[config.mk]
export PLATFORM = sky130hd
export DESIGN_NAME = ls_mem_sequencer_flat
export DESIGN_NICKNAME = d
export VERILOG_FILES = /design/src/rtl/ls_mem_sequencer_pkg.sv /design/src/rtl/ls_mem_sequencer_if.sv /design/src/rtl/ls_mem_sequencer_extend.sv /design/src/rtl/ls_mem_sequencer.sv /design/src/flat_wrapper.sv
export SDC_FILE = /design/constraint.sdc
export NUM_CORES = 1
export LEC_CHECK = 0
export ABC_AREA = 1
export CORE_UTILIZATION = 42
export CTS_BUF_LIST = sky130_fd_sc_hd__clkbuf_4
export DETAILED_ROUTE_END_ITERATION = 8
export MAX_ROUTING_LAYER = met4
export PLACE_DENSITY = 0.76
export SYNTH_ARGS = -nofsm -noshare
export SYNTH_HDL_FRONTEND = slang
export SYNTH_SLANG_ARGS = --single-unit
[constraint.sdc]
create_clock -name clk -period 4.88 [get_ports clk]
set_clock_uncertainty 0.15 [all_clocks]
set_input_delay 0.732 -clock clk [delete_from_list [all_inputs] [get_ports clk]]
set_output_delay 0.732 -clock clk [all_outputs]
set_load 0.01 [all_outputs]
[src/rtl/ls_mem_sequencer_pkg.sv]
// Shared constants and helpers for the load/store sequencer: access sizes,
// FSM state encoding and the size-to-beat-count mapping.
package mips_ls_pkg;

    localparam logic [1:0] LS_BYTE = 2'b00;
    localparam logic [1:0] LS_HALF = 2'b01;
    localparam logic [1:0] LS_WORD = 2'b10;
    localparam logic [1:0] LS_ILL  = 2'b11;

    localparam logic [1:0] ST_IDLE = 2'd0;
    localparam logic [1:0] ST_XFER = 2'd1;
    localparam logic [1:0] ST_FIN  = 2'd2;

    function automatic logic [2:0] beat_count(input logic [1:0] size);
        case (size)
            LS_BYTE: beat_count = 3'd1;
            LS_HALF: beat_count = 3'd2;
            default: beat_count = 3'd4;
        endcase
    endfunction

endpackage

[src/rtl/ls_mem_sequencer_if.sv]
// Byte-wide data-memory bus with a req/ack handshake; the sequencer is the
// master, the data memory the slave.
interface ls_mem_sequencer_if #(
    parameter int ADDR_W = 32
);
    logic              mem_req;
    logic              mem_we;
    logic [ADDR_W-1:0] mem_addr;
    logic [7:0]        mem_wdata;
    logic [7:0]        mem_rdata;
    logic              mem_ack;

    modport master (
        output mem_req, mem_we, mem_addr, mem_wdata,
        input  mem_rdata, mem_ack
    );

    modport slave (
        input  mem_req, mem_we, mem_addr, mem_wdata,
        output mem_rdata, mem_ack
    );
endinterface

[src/rtl/ls_mem_sequencer_extend.sv]
// Load-result extension: widens an assembled byte/halfword to 32 bits with
// sign or zero fill; words pass through. Shared with the write-back path.
module ls_extend
    import mips_ls_pkg::*;
(
    input  logic [31:0] i_raw,
    input  logic [1:0]  i_size,
    input  logic        i_sign_ext,
    output logic [31:0] o_data
);

    always_comb begin
        // NOTE: default assignment first so no path through the case infers a latch.
        o_data = i_raw;
        case (i_size)
            LS_BYTE: o_data = {{24{i_sign_ext & i_raw[7]}},  i_raw[7:0]};
            LS_HALF: o_data = {{16{i_sign_ext & i_raw[15]}}, i_raw[15:0]};
            default: o_data = i_raw;
        endcase
    end

endmodule

[src/rtl/ls_mem_sequencer.sv]
// Load/store execution unit: turns one EX-stage memory request into 1/2/4
// big-endian byte beats on the req/ack bus and returns the extended load word.
module ls_mem_sequencer
    import mips_ls_pkg::*;
#(
    parameter int ADDR_W  = 32,
    parameter int TIMEOUT = 15
) (
    input  logic              clk,
    input  logic              rst,
    input  logic              start,
    input  logic              MemRead,
    input  logic              MemWrite,
    input  logic [1:0]        LScontrol,
    input  logic              SignExtend,
    input  logic [ADDR_W-1:0] addr,
    input  logic [31:0]       wdata,
    output logic              busy,
    output logic              done,
    output logic              err,
    output logic [31:0]       rdata,
    ls_mem_sequencer_if.master mem
);

    localparam int TW = $clog2(TIMEOUT + 1);

    logic [1:0]        r_state;
    logic [ADDR_W-1:0] r_addr;
    logic [31:0]       r_wshift;
    logic [31:0]       r_raw;
    logic [31:0]       r_rdata;
    logic [1:0]        r_size;
    logic [2:0]        r_n;
    logic [1:0]        r_k;
    logic              r_sext;
    logic              r_we;
    logic              r_err;
    logic [TW-1:0]     r_tcnt;

    logic              w_xfer;
    logic              w_accept;
    logic              w_bad;
    logic              w_last;
    logic              w_timeout;
    logic [TW-1:0]     w_tcnt_nxt;
    logic [31:0]       w_raw_nxt;
    logic [31:0]       w_ext;
    logic [31:0]       w_wshift_init;

    assign w_xfer   = (r_state == ST_XFER);
    assign w_accept = (r_state == ST_IDLE) && start && (MemRead || MemWrite);
    assign w_bad    = (MemRead && MemWrite) || (LScontrol == LS_ILL)
                   || ((LScontrol == LS_HALF) && addr[0])
                   || ((LScontrol == LS_WORD) && (addr[1:0] != 2'b00));

    assign w_last     = ({1'b0, r_k} == (r_n - 3'd1));
    assign w_tcnt_nxt = r_tcnt + 1'b1;
    assign w_timeout  = w_xfer && !mem.mem_ack && (w_tcnt_nxt == TW'(TIMEOUT));

    // Shifting each byte in from the right leaves beat k at byte N-1-k.
    assign w_raw_nxt = {r_raw[23:0], mem.mem_rdata};

    // Store data is left-justified so the beat byte is always the top byte.
    always_comb begin
        w_wshift_init = wdata;
        case (LScontrol)
            LS_BYTE: w_wshift_init = {wdata[7:0],  24'h0};
            LS_HALF: w_wshift_init = {wdata[15:0], 16'h0};
            default: w_wshift_init = wdata;
        endcase
    end

    ls_extend u_extend (
        .i_raw      (w_raw_nxt),
        .i_size     (r_size),
        .i_sign_ext (r_sext),
        .o_data     (w_ext)
    );

    always_ff @(posedge clk or posedge rst) begin
        if (rst) begin
            r_state  <= ST_IDLE;
            r_addr   <= '0;
            r_wshift <= '0;
            r_raw    <= '0;
            r_rdata  <= '0;
            r_size   <= LS_BYTE;
            r_n      <= 3'd1;
            r_k      <= '0;
            r_sext   <= 1'b0;
            r_we     <= 1'b0;
            r_err    <= 1'b0;
            r_tcnt   <= '0;
        end else begin
            // NOTE: non-blocking assignments so every register sees pre-edge values.
            case (r_state)
                ST_IDLE: begin
                    if (w_accept) begin
                        r_addr   <= addr;
                        r_wshift <= w_wshift_init;
                        r_raw    <= '0;
                        r_size   <= LScontrol;
                        r_n      <= beat_count(LScontrol);
                        r_k      <= '0;
                        r_sext   <= SignExtend;
                        r_we     <= MemWrite;
                        r_tcnt   <= '0;
                        r_err    <= w_bad;
                        r_state  <= w_bad ? ST_FIN : ST_XFER;
                    end
                end
                ST_XFER: begin
                    if (mem.mem_ack) begin
                        r_raw    <= w_raw_nxt;
                        r_wshift <= {r_wshift[23:0], 8'h0};
                        r_tcnt   <= '0;
                        if (w_last) begin
                            r_state <= ST_FIN;
                            if (!r_we) r_rdata <= w_ext;
                        end else begin
                            r_k <= r_k + 2'd1;
                        end
                    end else if (w_timeout) begin
                        r_err   <= 1'b1;
                        r_state <= ST_FIN;
                    end else begin
                        r_tcnt <= w_tcnt_nxt;
                    end
                end
                ST_FIN: begin
                    r_err   <= 1'b0;
                    r_k     <= '0;
                    r_state <= ST_IDLE;
                end
                default: r_state <= ST_IDLE;
            endcase
        end
    end

    assign busy  = w_xfer;
    assign done  = (r_state == ST_FIN);
    assign err   = done && r_err;
    assign rdata = r_rdata;

    assign mem.mem_req   = w_xfer;
    assign mem.mem_we    = w_xfer && r_we;
    assign mem.mem_addr  = r_addr + ADDR_W'(r_k);
    assign mem.mem_wdata = r_wshift[31:24];

endmodule

[src/flat_wrapper.sv]
// flat-port wrapper written by rule: the top's interface ports become plain ports
module ls_mem_sequencer_flat import mips_ls_pkg::*;
#(
    parameter int ADDR_W  = 32,
    parameter int TIMEOUT = 15
)
  (clk, rst, start, MemRead, MemWrite, LScontrol, SignExtend, addr, wdata, busy, done, err, rdata, mem_mem_req, mem_mem_we, mem_mem_addr, mem_mem_wdata, mem_mem_rdata, mem_mem_ack);
  ls_mem_sequencer_if #(.ADDR_W(ADDR_W)) mem_i ();
  input  logic clk;
  input  logic rst;
  input  logic start;
  input  logic MemRead;
  input  logic MemWrite;
  input  logic [1:0] LScontrol;
  input  logic SignExtend;
  input  logic [ADDR_W-1:0] addr;
  input  logic [31:0] wdata;
  output logic busy;
  output logic done;
  output logic err;
  output logic [31:0] rdata;
  output wire logic [$bits(mem_i.mem_req)-1:0] mem_mem_req;
  output wire logic [$bits(mem_i.mem_we)-1:0] mem_mem_we;
  output wire logic [$bits(mem_i.mem_addr)-1:0] mem_mem_addr;
  output wire logic [$bits(mem_i.mem_wdata)-1:0] mem_mem_wdata;
  input wire logic [$bits(mem_i.mem_rdata)-1:0] mem_mem_rdata;
  input wire logic [$bits(mem_i.mem_ack)-1:0] mem_mem_ack;
  assign mem_mem_req = mem_i.mem_req;
  assign mem_mem_we = mem_i.mem_we;
  assign mem_mem_addr = mem_i.mem_addr;
  assign mem_mem_wdata = mem_i.mem_wdata;
  assign mem_i.mem_rdata = mem_mem_rdata;
  assign mem_i.mem_ack = mem_mem_ack;
  ls_mem_sequencer #(.ADDR_W(ADDR_W), .TIMEOUT(TIMEOUT)) u_core (.clk(clk), .rst(rst), .start(start), .MemRead(MemRead), .MemWrite(MemWrite), .LScontrol(LScontrol), .SignExtend(SignExtend), .addr(addr), .wdata(wdata), .busy(busy), .done(done), .err(err), .rdata(rdata), .mem(mem_i));
endmodule
Word level (Yosys, flattened, before mapping). Index checks and enable logic that the tools add are counted.

Bits of input ports: 81. Bits in registers: 136.

Reductions and logical operators: 27. Add/sub/neg operators: 4. Bitwise gates (word level): 3. Mux-type cells: 27. Eq/ne operators: 16.

Operator list (count): $pmux W32 S2 (3); $mux W32 (2); $mux W24 (2); $pmux W24 S2 (1); $add A32 B2 Y32 (1); $mux W2 (8); $mux W4 (3); $reduce_and A4 Y1 (3); $logic_and A1 B1 Y1 (9); $ne A3 B3 Y1 const B (3); $reduce_and A3 Y1 (3); $ne A2 B2 Y1 const B (4); $pmux W4 S2 (1); $eq A2 B1 Y1 const B (3); $eq A2 B2 Y1 const B (3); $logic_not A2 Y1 (3); $pmux W2 S3 (1); $pmux W3 S2 (1); $add A4 B1 Y4 const B (1); $eq A4 B4 Y1 const B (1); $logic_or A1 B1 Y1 (4); $pmux W2 S2 (1); $reduce_bool A2 Y1 (2); $eq A2 B3 Y1 (1); 10 further kinds (13).

Depth between registers and ports, before layout. Gate-level depths: netlist (run 1).

Depth after elaboration: 7. Depth in mapped cells: 12. Depth with buffers taken out: 11.

Modules after synthesis. A second synthesis (run 1) with hierarchy kept.

Cells, all modules: 963. Area, all modules: 7548.5 um2.

Modules (own cells, without submodules): ls_mem_sequencer (area an instance 7081.8 um2, cells each 891, sequential area each 3404.5 um2, times used 1); ls_extend (area an instance 466.7 um2, cells each 72, sequential area each 0.0 um2, times used 1).

Worst setup path after synthesis (run 1). No wires, ideal clock.

Kind: reg-to-output. Start: register u_core.r_k[0]. End: output port mem_mem_addr[12]. Path buffers: 0. Data arrival time: 1.621 ns. Data required time: 3.998 ns. Path slack: 2.377 ns. Cell stages (with the launch flop): 8. Cell sequence: dfrtp_1 > ha_1 > fa_1 > nand3_1 > nor2_1 > nand2_1 > nor3_1 > xor2_1.

Word-level cells in the longest chain between the ends: 1.

RTL lines: start, declared (RTL line ls_mem_sequencer.sv:34) `logic [1:0] r_k;`; start signal, assigned (RTL line ls_mem_sequencer.sv:121) `r_k <= r_k + 2'd1;`; $add A32 B2 Y32 (RTL line ls_mem_sequencer.sv:147) `assign mem.mem_addr = r_addr + ADDR_W'(r_k);`; end, declared (RTL line flat_wrapper.sv:24) `output wire logic [$bits(mem_i.mem_addr)-1:0] mem_mem_addr;`.

Every way passes these cells.

Worst setup path in the final report (run 1). Ends and elaborated chain as after synthesis.

==> flow_metrics.py, run 1 <==
metrics = {
    "power": {
        "power_leakage_nw": 4.10,
        "vdd_drop_max_v": 0.000232,
        "powerDensity_nw_per_um2": 502,
        "power_mw": 4.51,
    },
    "logic_synthesis": {
        "synth-seq-cells": 136,
        "syn-instance-count": 890,
        "yosysSeqAreaShare": 0.483,
        "avgSynthCellArea_sq_um": 7.92,
        "synth_warnings": 0,
        "netlist_area_sq_um": 7050,
        "synth_nets": 981,
        "yosysUniqueCellTypes": 34,
    },
    "status": {
        "outcome": "completed",
    },
    "cts": {
        "cts_tree": "done",
        "clk_pin_slew_ns": 0.11,
        "clock_path_buffers": 2,
        "cts_buffers": 17,
        "postCtsSetupBuffers": 0,
        "cts-root-buf": "clkbuf_4",
        "cts_hold_buffers": 0,
        "insertion_delay_ns": 0.55,
        "clock_sinks": 136,
        "postCtsResizedCells": 0,
        "cts.htree.levels": 4,
    },
    "setup_path": {
        "r2r_slack_ns": 1.75,
        "required_ns": 4.00,
        "crit_type": "register to output pin",
        "r2r_end": "u_core.r_raw[4]",
        "crit_path_end_kind": "output pin",
        "r2r_cells": 8,
        "arrival_ns": 2.83,
        "r2r_start": "u_core.r_state[1]",
        "worstPathMaxFanout": 6,
        "crit_path_start_kind": "register",
    },
    "hold_path": {
        "hold_class": "register to register",
        "min_from": "u_core.r_wshift[20]",
        "min_path_cells": 2,
        "hold_end": "u_core.r_wshift[20]",
    },
    "timing": {
        "fin_crit_sh": 0.761,
        "fin_tns_setup_ns": 0,
        "timing.fmax_ghz": 0.269,
        "rsz0062_at_grt": "no",
        "hold_viol": 0,
        "slew_violations": 0,
        "period_needed_ns": 3.72,
        "slew_headroom": 0.400,
        "worst_slew_pin_slew_ns": 0.900,
        "final-setup-viol-count": 0,
    },
    "drt": {
        "routed_via_density": 4.97,
        "drt-pass1-iter-count": 5,
        "dr_total_vias": 6219,
        "drc": 0,
        "final_antenna_net_count": 0,
        "wl_per_cell_microns": 13.9,
        "drtIter0Drc": 481,
        "drt-total-wl_mm": 17.4,
    },
    "floorplan": {
        "num_rows": 46,
        "die_area_sq_um": 17300,
        "ios": 158,
        "initial_utilization": 0.437,
        "dieWidth_microns": 132,
        "die_h_microns": 132,
        "coreArea_sq_um": 16100,
    },
    "layout": {
        "final_util": 0.557,
        "fill_cells": 1529,
        "fin_nets": 1114,
        "area_delta_synth_final_pct": 27.3,
        "drive_gt1_frac": 0.0609,
    },
    "global_routing": {
        "grt_pass1_wl_mm": 29.2,
        "grt_util_all_layers": 0.218,
        "busiest_layer": "met2",
        "use_met1": 0.293,
        "grt_pass1_vias": 5848,
        "grt_start_max_net_pins": 99,
        "grt_use_met2": 0.323,
        "grtUsageMet3": 0.0451,
        "grt_antenna_before_repair": 1,
        "grt_overflow": 0,
    },
    "placement": {
        "hpwlAfterDp_mm": 12.4,
        "gp_congestion": 0.910,
        "io_buffers": 157,
    },
    "flow_run": {
        "cap_viol_max_count": 0,
    },
}
-- power by group --
group          switching (mW)  total [mW]  internal (mW)
clock network           0.415       0.934          0.520
registers               0.302        1.78           1.48
logic                   0.993        1.79          0.797
total                    1.71        4.51           2.80
-- registers in the layout (all words and copies together) (netlist names) --
name,count
u_core.r_addr,32
u_core.r_wshift,32
u_core.rdata,32
u_core.r_raw,24
u_core.r_tcnt,4
u_core.r_n,3
u_core.r_k,2
u_core.r_size,2
u_core.r_state,2
u_core.r_err,1
u_core.r_sext,1
u_core.r_we,1
-- cell families (layout without fill, tap and decap cells) --
| kind of cell | Yosys count | count (layout) | synth area share |
|---|---|---|---|
| simple gates | 426 | 426 | 0.248 |
| compound gates | 165 | 165 | 0.132 |
| flops | 136 | 136 | 0.483 |
| buf+inv | 132 | 277 | 0.0921 |
| xor+xnor | 21 | 21 | 0.0261 |
| fa+ha+maj | 10 | 10 | 0.0188 |
| other cells | 0 | 1 | 0 |
-- cells in the mapped netlist, drive strengths merged --
cell | instances | area (sq um)
a21oi | 34 | 170
a22oi | 8 | 60.1
buf | 37 | 293
clkbuf | 12 | 45.0
dfrtp | 135 | 3380
dfstp | 1 | 26.3
fa | 1 | 20.0
ha | 9 | 113
inv | 83 | 312
nand2 | 317 | 1200
nand3 | 50 | 255
nand3b | 2 | 15.0
nand4 | 8 | 50.1
nor2 | 33 | 139
nor3 | 13 | 65.1
nor4 | 1 | 6.26
o21ai | 107 | 588
o22ai | 16 | 113
or2 | 2 | 12.5
xnor2 | 3 | 26.3
xor2 | 18 | 158
-- metal layers --
| layer | vias up | part of all wire | wire (microns) |
|---|---|---|---|
| li1 | 3137 | - | - |
| met1 | 2860 | 0.47 | 8130 |
| met2 | 194 | 0.46 | 8030 |
| met3 | 28 | 0.050 | 880 |
| met4 | 0 | 0.022 | 384 |
| met5 | - | 0 | 0 |
-- worst max-delay path: stages, from the launching register on --
cell and delay [ns]:
dfrtp_1 0.45, ha_1 0.24, fa_1 0.24, nand3_1 0.12, nor2_1 0.18, nand2_1 0.12, nor3_1 0.20, xor2_1 0.19
clkdlybuf4s50_1 0.56
-- layout make-up --
type,count,area (sq um),area share
Multi-Input combinational cell,622,3000,0.334
Clock buffer,19,143,0.0159
Antenna cell,1,2.50,0.000279
Inverter,83,317,0.0353
Timing Repair Buffer,163,1620,0.180
Clock inverter,12,223,0.0248
Tap cell,216,270,0.0301
Sequential cell,136,3400,0.379
-- layout by cell type, fill, tap and decap left out, types with 14 or more instances in the layout --
cell type | synthesis | layout
nand3_1 | 49 | 49
dfrtp_1 | 135 | 135
inv_1 | 82 | 81
clkbuf_4 | 0 | 19
o21ai_1 | 34 | 34
o21ai_0 | 61 | 61
nand2_1 | 313 | 313
a21oi_1 | 34 | 34
clkdlybuf4s50_1 | 0 | 157
nor2_1 | 29 | 29
xor2_1 | 18 | 18
o22ai_1 | 14 | 14
-- metrics by stage --
stage               worst slack (ns)  instances  instance area [sq um]  hold slack [ns]
finish                          1.16       1252                   8970            0.339
global route                   0.933       1252                   8970            0.368
CTS                             1.14       1251                   8970            0.340
detailed placement              1.65       1220                   8600            0.310
global placement                1.73       1220                   8600            0.308
floorplan                      0.360        890                   7050            0.292
-- how the worst max path moves through the flow --
stage / endpoint / depth (start not counted) / from
final: mem_mem_addr[12] / 8 / u_core.r_k[0]
after global routing: mem_mem_addr[12] / 8 / u_core.r_k[0]
after CTS: mem_mem_addr[12] / 8 / u_core.r_k[0]
after detailed placement: u_core.r_raw[4] / 8 / MemWrite
after global placement: u_core.r_raw[4] / 8 / MemWrite
after floorplan: u_core.r_addr[0] / 1 / rst
Power figures use the tool's default switching activity.
==> run 2: changes to the inputs <==
- PLACE_DENSITY: 0.76 -> 0.78
- clock period: 4.88 -> 3.1 ns (I/O delays scaled with it)
==> run 2 against run 1 <==
  * Register-to-register slack lost 1.1 ns
  * Largest cell class unchanged
  * Final cell count grew 1.4%
  * Clock power up 48%
==> flow_metrics.py, run 2 (synthesis gave the netlist of run 1 again) <==
metrics = {
    "status": {
        "outcome": "completed",
    },
    "global_routing": {
        "grt_util_all_layers": 0.219,
        "grt_pass1_wl_mm": 29.6,
        "grt_start_max_net_pins": 79,
        "grt_overflow": 0,
        "grt_antenna_before_repair": 1,
        "grt_pass1_vias": 6006,
    },
    "layout": {
        "fin_nets": 1131,
        "area_delta_synth_final_pct": 29.9,
        "final_common_cell": "nand2_1",
        "drive_gt1_frac": 0.102,
        "fin_cells": 1270,
        "layout_common_cells": "nand2_1 (308), dfrtp_1 (132), clkdlybuf4s50_1 (131)",
    },
    "floorplan": {
        "die_h_microns": 132,
        "ios": 158,
        "initial_utilization": 0.437,
        "die_area_sq_um": 17300,
        "num_rows": 46,
        "dieWidth_microns": 132,
        "coreArea_sq_um": 16100,
    },
    "power": {
        "internal_power_mw": 4.21,
        "power.switching_mw": 2.80,
        "power_leakage_nw": 4.27,
        "p_seq_frac": 0.400,
        "powerDensity_nw_per_um2": 765,
        "power_frac_comb": 0.403,
        "p_clk_frac": 0.197,
        "vdd_drop_max_v": 0.000336,
        "p_sw_frac": 0.399,
    },
    "timing": {
        "timing.fmax_ghz": 0.333,
        "fin_tns_setup_ns": 0,
        "rsz0062_at_grt": "yes",
        "slew_violations": 0,
        "hold_viol": 0,
        "hold_ws_ns": 0.0890,
        "period_needed_ns": 3.00,
        "final-setup-viol-count": 0,
        "worst_slew_pin_slew_ns": 0.739,
        "slew_headroom": 0.507,
        "worst_slack_ns": 0.101,
        "fin_crit_sh": 0.967,
    },
    "drt": {
        "drt-pass1-iter-count": 5,
        "drc": 0,
        "drtIter0Drc": 638,
        "drt-total-wl_mm": 17.8,
        "wl_per_cell_microns": 14.0,
        "final_antenna_net_count": 0,
        "routed_via_density": 4.97,
        "dr_total_vias": 6317,
    },
    "cts": {
        "cts_hold_buffers": 0,
        "insertion_delay_ns": 0.55,
        "cts_buffers": 17,
        "clk_pin_slew_ns": 0.13,
        "clock_path_buffers": 2,
        "cts-root-buf": "clkbuf_4",
        "cts.htree.levels": 4,
        "cts_tree": "done",
        "clock_sinks": 136,
    },
    "placement": {
        "io_buffers": 157,
        "preCtsSetupSlack_ns": 0.219,
        "gp_congestion": 0.903,
        "dp_cells": 1227,
        "hpwlAfterDp_mm": 12.6,
    },
    "setup_path": {
        "crit_type": "register to output pin",
        "required_ns": 2.48,
        "arrival_ns": 2.38,
        "crit_path_start_kind": "register",
        "slowest_stage": "dfrtp_2",
        "max_stage_delay_ns": 0.46,
        "worstPathMaxFanout": 3,
        "crit_path_end_kind": "output pin",
        "crit_chain": "ha_4, nand2_1, nand2_2, nand4_1, nor2_2, buf_4, xor2_1, clkdlybuf4s15_1",
    },
    "flow_run": {
        "cap_viol_max_count": 0,
    },
    "hold_path": {
        "hold_class": "input pin to asynchronous set/reset pin",
    },
}
run 2: worst paths after layout:
check,end,slack [ns],startpoint,cells past startpoint
worst max register to register,u_core.r_raw[3],0.65,u_core.r_state[1],7
worst min-delay path,u_core.rdata[24],0.09,rst,2
worst min register to register,u_core.r_wshift[20],0.34,u_core.r_wshift[20],2
min in group clk,u_core.r_sext,0.28,SignExtend,3
worst max-delay path,mem_mem_addr[13],0.10,u_core.r_k[1],8
max in group asynchronous,u_core.r_addr[3],1.80,rst,3
run 2: power by group through the flow:
stage | Sequential (mW) | Combinational [mW] | Clock, mW
3_5_place_dp | 2.82 | 2.85 | 0
3_3_place_gp | 2.80 | 2.81 | 0
5_1_grt | 2.87 | 3.15 | 1.49
6_report | 2.80 | 2.82 | 1.38
2_1_floorplan | 2.69 | 1.88 | 0
4_1_cts | 2.78 | 2.82 | 1.41
run 2: cell type report:
type                    instances  area [sq um]
flip-flops and latches        136          3410
inverters                      83           318
diodes                          1          2.50
clock buffers                  17           128
fillers                      1462          6960
multi-input cells             622          3080
clock inverters                15           213
repair buffers                180          1740
well taps                     216           270
run 2: metrics by stage:
stage	total power [mW]	utilization	area [sq um]
floorplan	4.57	-	7050
global placement	5.61	0.538	8670
detailed placement	5.67	0.538	8670
CTS	7.01	0.564	9090
global route	7.51	0.568	9160
finish	7.00	0.568	9160
run 2: timing repair:
action                                  4_1_cts  5_1_grt
gates resized for setup                      37       22
endpoints found under the hold margin         0        0
pin swaps                                     4        5
endpoints found under the setup margin       26       14
buffers inserted                              8        2
run 2: worst max-delay path, delay by kind of cell (launching register included):
kind / cells / cell delay, ns
simple gates: 4 / 0.52
buf+inv: 2 / 0.39
fa+ha+maj: 1 / 0.28
xor+xnor: 1 / 0.19
flops: 1 / 0.46
run 2: layer usage:
metal	global-route usage	part of all wire	wire, microns
met5	-	0	0
met4	0.0672	0.014	246
met3	0.0417	0.047	837
met2	0.328	0.47	8320
met1	0.299	0.47	8440
